`src/rtl/tdc_pkg.sv`:
```
// Shared definitions for the TDC seven-segment reader: segment patterns,
// FSM state encoding and the default stability window.
package tdc_pkg;

  localparam int STABLE_CYCLES_DEFAULT = 4;

  // Segment patterns, bit order {g,f,e,d,c,b,a}, 1 = lit
  localparam logic [6:0] SEG_0 = 7'h3F;
  localparam logic [6:0] SEG_1 = 7'h06;
  localparam logic [6:0] SEG_2 = 7'h5B;
  localparam logic [6:0] SEG_3 = 7'h4F;
  localparam logic [6:0] SEG_4 = 7'h66;
  localparam logic [6:0] SEG_5 = 7'h6D;
  localparam logic [6:0] SEG_6 = 7'h7D;
  localparam logic [6:0] SEG_7 = 7'h07;
  localparam logic [6:0] SEG_8 = 7'h7F;
  localparam logic [6:0] SEG_9 = 7'h6F;

  // EMPTY: nothing accepted since reset; SETTLE: counting a new pair;
  // LOCKED: the current pair has already been accepted or rejected
  typedef enum logic [1:0] {
    ST_EMPTY  = 2'd0,
    ST_SETTLE = 2'd1,
    ST_LOCKED = 2'd2
  } tdc_state_e;

endpackage

```
`src/rtl/seg7_to_bcd.sv`:
```
// Combinational decode of one seven-segment digit into BCD plus a flag
// telling whether the pattern is one of the ten decimal glyphs.
module seg7_to_bcd
  import tdc_pkg::*;
(
  input  logic [6:0] seg,
  output logic [3:0] digit,
  output logic       legal
);

  // Exact-match lookup; anything else is reported illegal with digit 0
  always_comb begin
    digit = 4'd0;
    legal = 1'b1;
    case (seg)
      SEG_0:   digit = 4'd0;
      SEG_1:   digit = 4'd1;
      SEG_2:   digit = 4'd2;
      SEG_3:   digit = 4'd3;
      SEG_4:   digit = 4'd4;
      SEG_5:   digit = 4'd5;
      SEG_6:   digit = 4'd6;
      SEG_7:   digit = 4'd7;
      SEG_8:   digit = 4'd8;
      SEG_9:   digit = 4'd9;
      default: legal = 1'b0;
    endcase
  end

endmodule

```
`src/rtl/tdc_seg_reader.sv`:
```
// Reads a two-digit seven-segment display, debounces it over STABLE_CYCLES
// identical samples, and reports accepted values, sequence breaks (each
// value is expected to be the previous + 1 mod 100) and illegal glyphs.
// There is no handshake: all status outputs are single-cycle pulses or
// level outputs that the consumer samples every cycle.
module tdc_seg_reader
  import tdc_pkg::*;
#(
  parameter int STABLE_CYCLES = STABLE_CYCLES_DEFAULT
) (
  input  logic       clock,
  input  logic       reset,
  input  logic [6:0] seg1,
  input  logic [6:0] seg0,
  output logic [3:0] bcd1,
  output logic [3:0] bcd0,
  output logic       value_valid,
  output logic       seq_error,
  output logic       illegal,
  output logic       illegal_flag,
  output logic [7:0] error_count,
  output tdc_state_e dbg_state
);

  localparam logic [7:0] STABLE_MAX = 8'(STABLE_CYCLES);

  tdc_state_e  state, state_nxt;
  logic [13:0] sample;      // {seg1,seg0} captured every cycle
  logic [13:0] lock_pair;   // pair last accepted or rejected
  logic [7:0]  cnt;         // consecutive identical samples, saturating
  logic        first;       // no legal value accepted since reset

  logic [3:0]  dig1, dig0;
  logic        legal1, legal0;
  logic [3:0]  inc1, inc0;
  logic        accept, reject, seq_bad;

  seg7_to_bcd u_dec1 (.seg(sample[13:7]), .digit(dig1), .legal(legal1));
  seg7_to_bcd u_dec0 (.seg(sample[6:0]),  .digit(dig0), .legal(legal0));

  assign dbg_state = state;

  // State register
  always_ff @(posedge clock or negedge reset) begin
    if (!reset) state <= ST_EMPTY;
    else        state <= state_nxt;
  end

  // Next state and accept/reject decisions, all from the sample register
  always_comb begin
    state_nxt = state;
    accept    = 1'b0;
    reject    = 1'b0;
    case (state)
      ST_EMPTY:  state_nxt = ST_SETTLE;
      ST_SETTLE: begin
        if (cnt == STABLE_MAX) begin
          state_nxt = ST_LOCKED;
          if (legal1 && legal0) accept = 1'b1;
          else                  reject = 1'b1;
        end
      end
      ST_LOCKED: if (sample != lock_pair) state_nxt = ST_SETTLE;
      default:   state_nxt = ST_EMPTY;
    endcase
  end

  // Expected successor of the current value (99 wraps to 00) and the check
  always_comb begin
    inc0 = (bcd0 == 4'd9) ? 4'd0 : bcd0 + 4'd1;
    inc1 = bcd1;
    if (bcd0 == 4'd9) inc1 = (bcd1 == 4'd9) ? 4'd0 : bcd1 + 4'd1;
    seq_bad = accept && !first && ({dig1, dig0} != {inc1, inc0});
  end

  // Sampling, stability counting, value registers and error bookkeeping
  always_ff @(posedge clock or negedge reset) begin
    if (!reset) begin
      sample       <= '0;
      cnt          <= '0;
      lock_pair    <= '0;
      first        <= 1'b1;
      bcd1         <= '0;
      bcd0         <= '0;
      value_valid  <= 1'b0;
      seq_error    <= 1'b0;
      illegal      <= 1'b0;
      illegal_flag <= 1'b0;
      error_count  <= '0;
    end else begin
      sample <= {seg1, seg0};
      if ({seg1, seg0} != sample)  cnt <= 8'd1;
      else if (cnt != STABLE_MAX)  cnt <= cnt + 8'd1;

      value_valid <= accept;
      seq_error   <= seq_bad;
      illegal     <= reject;

      if (accept || reject) lock_pair <= sample;
      if (accept) begin
        bcd1  <= dig1;
        bcd0  <= dig0;
        first <= 1'b0;
      end
      if (reject) illegal_flag <= 1'b1;
      if ((seq_bad || reject) && error_count != 8'hFF)
        error_count <= error_count + 8'd1;
    end
  end

endmodule

```
`config.mk`:
```
export PLATFORM = sky130hd
export DESIGN_NAME = tdc_seg_reader
export DESIGN_NICKNAME = d
export VERILOG_FILES = /design/src/rtl/tdc_pkg.sv /design/src/rtl/seg7_to_bcd.sv /design/src/rtl/tdc_seg_reader.sv
export SDC_FILE = /design/constraint.sdc
export NUM_CORES = 1
export LEC_CHECK = 0
export BUFFER_PORTS_ARGS = -buffer_cell sky130_fd_sc_hd__buf_2
export CORE_MARGIN = 5
export CORE_UTILIZATION = 62
export DETAILED_ROUTE_END_ITERATION = 7
export PLACE_DENSITY = 0.84
export SYNTH_ARGS = -nofsm -noshare
export SYNTH_HDL_FRONTEND = slang
export SYNTH_SLANG_ARGS = --single-unit
```
`constraint.sdc`:
```
create_clock -name clock -period 5.8 [get_ports clock]
set_input_delay 1.16 -clock clock [delete_from_list [all_inputs] [get_ports clock]]
set_output_delay 1.16 -clock clock [all_outputs]
set_load 0.02 [all_outputs]
```
==> qor.yml <==
slew_headroom_pct: 42.9
dieHeight_um: 83.0
path_delay_family: "simple AND/OR/NAND/NOR gates"
start_util_pct: 64.2
ir_drop_mv: 0.159
synth_seq_cells: 59
finalMaxSlewViolations: 0
cap_viol_max_count: 0
synth-edff-count: 0
finalCritPeriodShare_pct: 56.5
clkTransAtPathRegs_ps: 60
clock_latency_ps: 330
fill_cells: 405
numCtsBuffers: 9
worst_slew_pin_slew_ps: 854
drive_gt1_share_pct: 22.8
slowest_stage: "or3b_1"
hold_viol_final: 0
diodes: 0
end_kind: "flip-flop"
postSynthCellCount: 319
drt_pass1_iterations: 5
synthArstFlopShare_pct: 100
antenna_found_initial: 0
crit_path_cell_trace: "nor3_2 > nand4_2 > or3b_1 > a221o_1 > nor2_1 > o41a_1 > o21ai_1 > mux2_1"
worstPathArrival_ps: 3490
via_per_inst: 5.75
dp_hpwl_um: 4700
grt_max_degree: 60
path_buf_inv: 0
grt_pass1_vias: 2409
yosysWarnings: 0
grt_util_all_layers_pct: 20.2
antenna_left: 0
synth.top_cell.area_share_pct: 44.0
die_w_um: 83.0
power_per_cell_area_nw_per_um2: 217
worst_setup_path_start_kind: "flip-flop"
critPathKind: "flip-flop to flip-flop"
max_freq_ghz: 0.305
cts_htree_levels: 3
ios: 38
totalWireLength_um: 6580
cts_setup_buffers: 0
postCtsHoldBufs: 0
p_leak_nw: 1.65
grt_first_pass_wirelength_um: 11300
num_rows: 26
synthDistinctLibCells: 65
required_ps: 6010
clock_skew_ps: 9.62
globalplace.congestion: 0.854
drt-initial-drc-count: 136
final_core_util_pct: 70.6
port_buffers: 37
cts_tree: "built"
grt-ovfl-total: 0
synthTopCellsByArea: "dfrtp_1 (44%), xor2_1 (6.9%), xnor2_1 (5.8%), mux2_2 (4.4%), nand2_1 (3.4%)"
avgSynthCellArea_um2: 10.4
max_stage_delay_ps: 700
setup_violations: 0
syn_to_final_growth_pct: 9.85
clockRootBuffer: "clkbuf_8"
fin_tns_setup_ps: 0
crit_fanout: 18
fp.dieArea_um2: 6880
core_area_um2: 5140
syn-cell-area_um2: 3300
post_cts_resized: 0
synth_nets: 338
wl_per_cell_um: 15.6
clockBufferDepth: 2
status: "finished clean"
route.vias.total: 2419
yosysSeqAreaShare_pct: 44.8
yosysTopAreaCell: "dfrtp_1"
ys.flop_type: "dfrtp_1"
clock_sinks: 59
hold_path_class: "flip-flop to flip-flop"
fin_nets: 367
drc: 0
rsz0062_at_grt: "false"
layout_min_cycle_time_ps: 3280
Yosys cell counts, types with 2 or more instances:
library cell / count
a21oi_1: 6
a22oi_1: 2
a2bb2oi_1: 2
and2_1: 2
and3_1: 5
buf_2: 4
buf_4: 5
buf_6: 2
clkbuf_1: 8
dfrtp_1: 58
ha_1: 3
inv_1: 8
mux2_2: 13
mux2i_1: 2
nand2_1: 30
nand2b_1: 2
nand3_1: 13
nand3b_1: 3
nand4_1: 7
nor2_1: 21
nor2b_1: 3
nor3_1: 6
nor3_2: 2
nor3b_1: 2
nor4_1: 4
nor4b_1: 3
o2111ai_1: 2
o211ai_1: 4
o21a_1: 2
o21ai_0: 11
or2_2: 3
or3_1: 2
xnor2_1: 22
xor2_1: 26
logic make-up (layout without fill, tap and decap cells):
group / after synthesis / count (layout) / synth area share (%)
AOI/OAI and AO/OA: 43 / 43 / 9.81
xor gates and xnor gates: 49 / 49 / 13.5
adders and majority gates: 3 / 3 / 1.14
buffers and inverters: 28 / 60 / 4.36
DFF: 59 / 59 / 44.8
muxes: 17 / 17 / 5.84
and+or+nand+nor: 120 / 120 / 20.7
registers in the layout, indices dropped and copies added, names as in the netlist:
name / flops
illegal_flag: 1
seq_error: 1
cnt: 8
lock_pair: 14
first: 1
value_valid: 1
illegal: 1
dbg_state: 2
sample: 14
error_count: 8
bcd1: 4
bcd0: 4
stage by stage:
| step | area (um^2) | power (W) | hold slack (ps) | setup slack, ps | std cells |
|---|---|---|---|---|---|
| floorplan | 3300 | 0.000464 | 470 | 3070 | 319 |
| global placement | 3470 | 0.000482 | 450 | 2680 | 407 |
| detailed placement | 3470 | 0.000483 | 469 | 2490 | 407 |
| CTS | 3630 | 0.000792 | 485 | 2510 | 421 |
| global route | 3630 | 0.000819 | 517 | 2270 | 421 |
| finish | 3630 | 0.000786 | 481 | 2520 | 421 |
final timing paths:
check | start | endpoint | slack [ps] | cells past startpoint
setup / recovery | cnt[4] | error_count[6] | 2520 | 8
hold / removal | illegal_flag | illegal_flag | 480 | 1
setup reg to reg | cnt[4] | error_count[6] | 2520 | 8
hold reg to reg | illegal_flag | illegal_flag | 480 | 1
max in group asynchronous | reset | bcd0[3] | 4350 | 2
min in group asynchronous | reset | sample[13] | 980 | 2
per-layer routing:
metal / wire (um) / share of wire (%) / vias to the layer above / GRT usage (%)
met3: 246 / 3.7 / 7 / 5.25
met2: 3330 / 51 / 56 / 33.4
met5: 0 / 0 / - / 0
li1: - / - / 1173 / -
met1: 2930 / 44 / 1183 / 25.2
met4: 74 / 1.1 / 0 / 7.88
layout make-up:
class / instances / area, um^2 / area share, %
multi-input cells: 232 / 1680 / 46.3
clock inverters: 2 / 13.8 / 0.379
repair buffers: 38 / 193 / 5.31
inverters: 8 / 30.0 / 0.828
clock buffers: 12 / 145 / 4.00
flip-flops and latches: 59 / 1480 / 40.7
well taps: 70 / 87.6 / 2.41
power by group:
part           switching [W]  leakage [nW]  internal, W
Sequential         0.0000159         0.778     0.000416
Clock               0.000148        0.0823     0.000162
Combinational      0.0000244         0.789    0.0000193
Total               0.000188          1.65     0.000598
placed cells by master, fill, tap and decap left out, types with 3 or more instances in the layout:
master	instances
nand2_1	30
mux2_2	13
nand3_1	13
xor2_1	26
nand4_1	7
clkbuf_8	10
nor4_1	4
inv_1	8
a21oi_1	6
o211ai_1	4
dfrtp_1	58
nor3_1	6
buf_2	37
nor2b_1	3
nor2_1	21
and3_1	5
nand3b_1	3
xnor2_1	22
ha_1	3
nor4b_1	3
or2_2	3
o21ai_0	11
(Power assumes the default switching activity.)
